`src/rtl/pipe_ctrl_unit.sv`:
```
// Pipelined control unit: ID decode, ID/EX/MEM/WB control registers and load-use stall.
// Optional macro PIPE_CTRL_JAL_EN adds jal decode and drives wb_link.
module pipe_ctrl_unit #(
  parameter int REG_ADDR_W = 5,
  parameter int ALUOP_W    = 3
) (
  input  logic                  clk,
  input  logic                  rst_n,
  input  logic                  id_valid,
  input  logic [5:0]            opcode,
  input  logic [REG_ADDR_W-1:0] id_rs,
  input  logic [REG_ADDR_W-1:0] id_rt,
  input  logic                  flush,
  output logic                  stall,
  output logic                  ex_reg_dst,
  output logic                  ex_alu_src,
  output logic                  ex_branch,
  output logic                  ex_branch_ne,
  output logic                  ex_jump,
  output logic [ALUOP_W-1:0]    ex_alu_op,
  output logic                  mem_read,
  output logic                  mem_write,
  output logic                  wb_reg_write,
  output logic                  wb_mem_to_reg,
  output logic                  wb_link
);

  logic               dec_valid_s;
  logic               dec_reg_dst_s;
  logic               dec_alu_src_s;
  logic [ALUOP_W-1:0] dec_alu_op_s;
  logic               dec_branch_s;
  logic               dec_branch_ne_s;
  logic               dec_jump_s;
  logic               dec_mem_read_s;
  logic               dec_mem_write_s;
  logic               dec_mem_to_reg_s;
  logic               dec_reg_write_s;
  logic               dec_uses_rt_s;
  logic               id_bubble_s;

  logic                  ex_mem_read_r;
  logic                  ex_mem_write_r;
  logic                  ex_mem_to_reg_r;
  logic                  ex_reg_write_r;
  logic [REG_ADDR_W-1:0] ex_rt_r;
  logic                  mem_mem_to_reg_r;
  logic                  mem_reg_write_r;

`ifdef PIPE_CTRL_JAL_EN
  logic dec_link_s;
  logic ex_link_r;
  logic mem_link_r;
`endif

  // Opcode decode; invalid slots and unknown opcodes fall through to the all-zero bubble.
  always_comb begin
    dec_valid_s      = 1'b0;
    dec_reg_dst_s    = 1'b0;
    dec_alu_src_s    = 1'b0;
    dec_alu_op_s     = {ALUOP_W{1'b0}};
    dec_branch_s     = 1'b0;
    dec_branch_ne_s  = 1'b0;
    dec_jump_s       = 1'b0;
    dec_mem_read_s   = 1'b0;
    dec_mem_write_s  = 1'b0;
    dec_mem_to_reg_s = 1'b0;
    dec_reg_write_s  = 1'b0;
    dec_uses_rt_s    = 1'b0;
`ifdef PIPE_CTRL_JAL_EN
    dec_link_s       = 1'b0;
`endif
    case ({id_valid, opcode})
      7'b1_000000: begin
        dec_valid_s = 1'b1; dec_reg_dst_s = 1'b1; dec_reg_write_s = 1'b1;
        dec_alu_op_s = ALUOP_W'(3'b010); dec_uses_rt_s = 1'b1;
      end
      7'b1_100011: begin
        dec_valid_s = 1'b1; dec_alu_src_s = 1'b1; dec_mem_read_s = 1'b1;
        dec_mem_to_reg_s = 1'b1; dec_reg_write_s = 1'b1; dec_alu_op_s = ALUOP_W'(3'b000);
      end
      7'b1_101011: begin
        dec_valid_s = 1'b1; dec_alu_src_s = 1'b1; dec_mem_write_s = 1'b1;
        dec_alu_op_s = ALUOP_W'(3'b000); dec_uses_rt_s = 1'b1;
      end
      7'b1_000100: begin
        dec_valid_s = 1'b1; dec_branch_s = 1'b1;
        dec_alu_op_s = ALUOP_W'(3'b001); dec_uses_rt_s = 1'b1;
      end
      7'b1_000101: begin
        dec_valid_s = 1'b1; dec_branch_s = 1'b1; dec_branch_ne_s = 1'b1;
        dec_alu_op_s = ALUOP_W'(3'b001); dec_uses_rt_s = 1'b1;
      end
      7'b1_001000: begin
        dec_valid_s = 1'b1; dec_alu_src_s = 1'b1; dec_reg_write_s = 1'b1;
        dec_alu_op_s = ALUOP_W'(3'b000);
      end
      7'b1_001100: begin
        dec_valid_s = 1'b1; dec_alu_src_s = 1'b1; dec_reg_write_s = 1'b1;
        dec_alu_op_s = ALUOP_W'(3'b011);
      end
      7'b1_001101: begin
        dec_valid_s = 1'b1; dec_alu_src_s = 1'b1; dec_reg_write_s = 1'b1;
        dec_alu_op_s = ALUOP_W'(3'b100);
      end
      7'b1_001010: begin
        dec_valid_s = 1'b1; dec_alu_src_s = 1'b1; dec_reg_write_s = 1'b1;
        dec_alu_op_s = ALUOP_W'(3'b101);
      end
      7'b1_000010: begin
        dec_valid_s = 1'b1; dec_jump_s = 1'b1;
      end
`ifdef PIPE_CTRL_JAL_EN
      7'b1_000011: begin
        dec_valid_s = 1'b1; dec_jump_s = 1'b1; dec_link_s = 1'b1; dec_reg_write_s = 1'b1;
      end
`endif
      default: begin
        dec_valid_s = 1'b0;
      end
    endcase
  end

  // Load-use hazard against the load sitting in EX; flush kills the consumer so never stalls.
  assign stall = ~flush & id_valid & ex_mem_read_r & (ex_rt_r != {REG_ADDR_W{1'b0}}) &
                 ((ex_rt_r == id_rs) | (dec_uses_rt_s & (ex_rt_r == id_rt)));

  assign id_bubble_s = stall | flush | ~dec_valid_s;

  // ID/EX register; a bubble zeroes every field including the tracked rt.
  always_ff @(posedge clk or negedge rst_n) begin
    if (!rst_n) begin
      ex_reg_dst      <= 1'b0;
      ex_alu_src      <= 1'b0;
      ex_alu_op       <= {ALUOP_W{1'b0}};
      ex_branch       <= 1'b0;
      ex_branch_ne    <= 1'b0;
      ex_jump         <= 1'b0;
      ex_mem_read_r   <= 1'b0;
      ex_mem_write_r  <= 1'b0;
      ex_mem_to_reg_r <= 1'b0;
      ex_reg_write_r  <= 1'b0;
      ex_rt_r         <= {REG_ADDR_W{1'b0}};
    end else if (id_bubble_s) begin
      ex_reg_dst      <= 1'b0;
      ex_alu_src      <= 1'b0;
      ex_alu_op       <= {ALUOP_W{1'b0}};
      ex_branch       <= 1'b0;
      ex_branch_ne    <= 1'b0;
      ex_jump         <= 1'b0;
      ex_mem_read_r   <= 1'b0;
      ex_mem_write_r  <= 1'b0;
      ex_mem_to_reg_r <= 1'b0;
      ex_reg_write_r  <= 1'b0;
      ex_rt_r         <= {REG_ADDR_W{1'b0}};
    end else begin
      ex_reg_dst      <= dec_reg_dst_s;
      ex_alu_src      <= dec_alu_src_s;
      ex_alu_op       <= dec_alu_op_s;
      ex_branch       <= dec_branch_s;
      ex_branch_ne    <= dec_branch_ne_s;
      ex_jump         <= dec_jump_s;
      ex_mem_read_r   <= dec_mem_read_s;
      ex_mem_write_r  <= dec_mem_write_s;
      ex_mem_to_reg_r <= dec_mem_to_reg_s;
      ex_reg_write_r  <= dec_reg_write_s;
      ex_rt_r         <= id_rt;
    end
  end

  // EX/MEM and MEM/WB registers always advance.
  always_ff @(posedge clk or negedge rst_n) begin
    if (!rst_n) begin
      mem_read         <= 1'b0;
      mem_write        <= 1'b0;
      mem_mem_to_reg_r <= 1'b0;
      mem_reg_write_r  <= 1'b0;
      wb_reg_write     <= 1'b0;
      wb_mem_to_reg    <= 1'b0;
    end else begin
      mem_read         <= ex_mem_read_r;
      mem_write        <= ex_mem_write_r;
      mem_mem_to_reg_r <= ex_mem_to_reg_r;
      mem_reg_write_r  <= ex_reg_write_r;
      wb_reg_write     <= mem_reg_write_r;
      wb_mem_to_reg    <= mem_mem_to_reg_r;
    end
  end

`ifdef PIPE_CTRL_JAL_EN
  // Link flag follows the jal through all three stages.
  always_ff @(posedge clk or negedge rst_n) begin
    if (!rst_n) begin
      ex_link_r  <= 1'b0;
      mem_link_r <= 1'b0;
      wb_link    <= 1'b0;
    end else begin
      ex_link_r  <= id_bubble_s ? 1'b0 : dec_link_s;
      mem_link_r <= ex_link_r;
      wb_link    <= mem_link_r;
    end
  end
`else
  assign wb_link = 1'b0;
`endif

endmodule
```
`config.mk`:
```
export PLATFORM = sky130hd
export DESIGN_NAME = pipe_ctrl_unit
export DESIGN_NICKNAME = d
export VERILOG_FILES = /design/src/rtl/pipe_ctrl_unit.sv
export SDC_FILE = /design/constraint.sdc
export NUM_CORES = 1
export LEC_CHECK = 0
export ABC_CLOCK_PERIOD_IN_PS = 2300
export CELL_PAD_IN_SITES_DETAIL_PLACEMENT = 1
export CELL_PAD_IN_SITES_GLOBAL_PLACEMENT = 1
export CORE_MARGIN = 4
export CORE_UTILIZATION = 33
export DETAILED_ROUTE_END_ITERATION = 6
export GPL_TIMING_DRIVEN = 0
export PLACE_DENSITY_LB_ADDON = 0.1
export REMOVE_ABC_BUFFERS = 1
export SYNTH_ARGS = -nofsm -noshare
export SYNTH_HDL_FRONTEND = slang
export SYNTH_SLANG_ARGS = --single-unit
```
`constraint.sdc`:
```
create_clock -name clk -period 2.3 [get_ports clk]
set_clock_uncertainty 0.2 [all_clocks]
set_input_delay 0.46 -clock clk [delete_from_list [all_inputs] [get_ports clk]]
set_output_delay 0.46 -clock clk [all_outputs]
set_load 0.1 [all_outputs]
```
==> results.py <==
metrics = {
    "clock_tree": {
        "cts-hold-fix-buffers": 0,
        "cts.path.max_buffers": 2,
        "numCtsBuffers": 3,
        "cts_tree": "built",
        "cts_sinks": 21,
        "cts_max_level": 1,
        "cts_root_buf": "clkbuf_4",
        "clkTransAtPathRegs_ps": 110,
        "clk-insertion-delay-late_ps": 300,
    },
    "worst_hold_path": {
        "min_to": "mem_write",
        "hold_start": "ex_mem_write_r",
        "whs_path_depth": 0,
        "hold_path_class": "flip-flop to flip-flop",
    },
    "setup_path": {
        "critical_path.cell_chain": "or4_4 > o211a_4 > o2111ai_4 > nand2_4 > buf_12",
        "reg2reg_slack_ps": 10,
        "startpoint_type": "flip-flop",
        "cp_top_family": "simple AND/OR/NAND/NOR gates",
        "criticalPathCategory": "flip-flop to output pin",
        "worst_setup_path_end_kind": "output pin",
        "cpMaxStageDelayCell": "or4_4",
        "rr_worst_depth": 7,
        "worstReg2RegStart": "ex_rt_r[2]",
        "arrival_ps": 1890,
        "cp_num_buf_inv": 1,
        "crit_required_ps": 1640,
        "timing.rr.end": "ex_alu_op[0]",
        "max_stage_delay_ps": 540,
        "critPathMaxFanout": 3,
    },
    "layout": {
        "final_layout_size_suffix_gt1_share_pct": 19.9,
        "antenna_cells": 0,
        "reg_top3": "ex_rt_r: 5 flops, ex_alu_op: 3 flops",
        "area_growth_pct": 45.4,
        "nNetsFinal": 157,
        "fin_util_pct": 51.8,
        "largest_register_ff_count": 5,
        "largest_register": "ex_rt_r",
    },
    "detailed_routing": {
        "wire_per_inst_um": 14.3,
        "ant_nets": 0,
        "via_per_inst": 4.84,
        "drt_wl_total_um": 2400,
        "first_pass_iters": 2,
        "drc_errors": 0,
        "via_count": 809,
        "dr.first_iter.drc_count": 12,
    },
    "synth": {
        "synth_top_family_by_area": "simple AND/OR/NAND/NOR gates",
        "ys_seq_area_share_pct": 51.7,
        "synth.largest_area_cell": "dfrtp_1",
        "synthSimpleGateAreaFrac_pct": 24.1,
        "synth_async_sr_flop_share_pct": 100,
        "synth_ff_type": "dfrtp_1",
        "synthAdderAreaFrac_pct": 0,
        "yosys-top-cells-area": "dfrtp_1 52%, xnor2_1 6.9%, nor2_1 5.2%",
        "synth_seq_cells": 21,
        "syn_area_um2": 1020,
        "synthXorXnorAreaFrac_pct": 9.47,
        "postSynthCellCount": 95,
        "synth_top_area_share_pct": 51.7,
        "ys_warn_count": 0,
        "synth_edf_count": 0,
        "ys_types": 29,
        "synth_compound_area_share_pct": 9.23,
        "postSynthAreaPerCell_um2": 10.7,
        "synth_mux_area_share_pct": 0,
        "synth.most_common_cell": "dfrtp_1",
        "synth_commonest_cells": "21 x dfrtp_1, 14 x nor2_1, 8 x xnor2_1, 7 x inv_1, 6 x nand2_1",
    },
    "timing": {
        "rsz0062_at_grt": "true",
        "worst_slew_pin_slew_ps": 960,
        "period_share_pct": 111,
        "finalSetupTns_ps": -248,
        "hold_viol": 0,
        "slew_headroom_pct": 36.2,
        "fin_crit_ps": 2550,
        "slew_violations": 0,
        "fmax_mhz": 392,
        "finalWorstSetupSlack_ps": -248,
        "setup_viol": 1,
    },
    "pwr": {
        "p_per_area_nw_per_um2": 442,
        "ir_worst_vdd_mv": 0.188,
        "leakagePower_uw": 0.000721,
    },
    "run": {
        "drv_cap": 0,
    },
    "global_routing": {
        "grt_max_degree": 22,
        "grt_antenna_before_repair": 0,
        "grt_pass1_wl_um": 4110,
        "track_usage_pct": 13.0,
        "grt_pass1_vias": 871,
        "grt-ovfl-total": 0,
    },
    "floorplan": {
        "die_w_um": 63.5,
        "die_area_um2": 4030,
        "die_h_um": 63.5,
        "ios": 34,
        "rows": 19,
        "coreArea_um2": 2850,
        "initial_utilization_pct": 35.7,
    },
    "placed_design": {
        "place_congestion": 0.763,
        "dp_hpwl_um": 1680,
        "numPortBuffers": 32,
    },
    "status": {
        "violations": "negative setup slack",
        "outcome": "complete, but fails checks",
    },
}
-- cell usage in the layout (no fill, tap or decap) --
cell type	n
nor2b_1	4
nor4_4	1
a2111oi_4	1
conb_1	1
clkbuf_4	3
xnor2_2	1
clkdlybuf4s50_1	9
inv_1	7
o211a_4	1
nor2_1	14
or4_4	2
buf_4	8
buf_6	1
nand2_4	1
xnor2_1	7
nor4_1	1
o21ai_0	3
nand4_4	1
nand4b_1	1
dlygate4sd2_1	20
and3b_1	1
nand3_1	2
buf_12	1
o2111ai_4	1
or3_1	1
nor3_1	2
and4_1	2
clkbuf_2	2
and2b_2	1
nand2_1	5
or4_1	1
a21oi_1	2
a2111oi_2	2
dfrtp_1	21
xor2_1	3
clkbuf_1	1
o21ai_1	1
-- how the worst max path moves through the flow --
stage / startpoint / endpoint / slack, ps / depth (start not counted)
floorplan: flush / stall / -370 / 4
global placement: opcode[3] / stall / -1610 / 5
detailed placement: opcode[3] / stall / -1580 / 5
CTS: ex_rt_r[2] / stall / -280 / 5
global route: ex_rt_r[1] / stall / -330 / 6
finish: ex_rt_r[2] / stall / -250 / 5
-- worst register-to-register path, cell delays in order (launching register included) --
cell	delay, ps
dfrtp_1	430
or4_4	540
o211a_4	260
o2111ai_4	120
buf_4	180
nand4_4	100
buf_4	200
a2111oi_4	180
-- metrics by stage --
step                setup slack, ps  hold WS, ps  instances  power [uW]  area, um2
finish                         -248          160        167         653       1480
floorplan                      -375        -35.6         91         423        991
CTS                            -282          164        163         660       1430
global placement              -1610          132        154         482       1350
detailed placement            -1580          137        154         483       1350
global route                   -334          181        167         698       1480
-- final cells by class --
cell class | instances | area, um2
multi-input cells | 63 | 495
flip-flops and latches | 21 | 526
clock buffers | 4 | 26.3
inverters | 7 | 26.3
repair buffers | 41 | 367
fillers | 307 | 1370
well taps | 31 | 38.8
-- layer usage --
layer	GRT usage [%]	vias to the layer above	wire (um)
li1	-	404	-
met1	17.1	376	1170
met2	20.5	24	1050
met3	2.84	5	129
met4	5.66	0	41
met5	0	-	0
-- timing repair --
action	CTS	global route
pin swaps	7	0
buffers inserted	5	4
gates cloned	0	0
endpoints found under the setup margin	26	6
gates resized for setup	38	8
-- power breakdown --
part	internal (uW)	leakage (uW)	total, uW	switching [uW]
Combinational	43.6	0.000413	105	61.9
Clock	67.5	0.0000150	175	108
Sequential	371	0.000293	372	1.40
-- cell families after synthesis --
group / count (synthesis)
other cells: 1
flops: 21
simple gates: 40
buf+inv: 11
compound gates: 11
xor+xnor: 11
No activity file was read; power rests on OpenSTA's default activity.
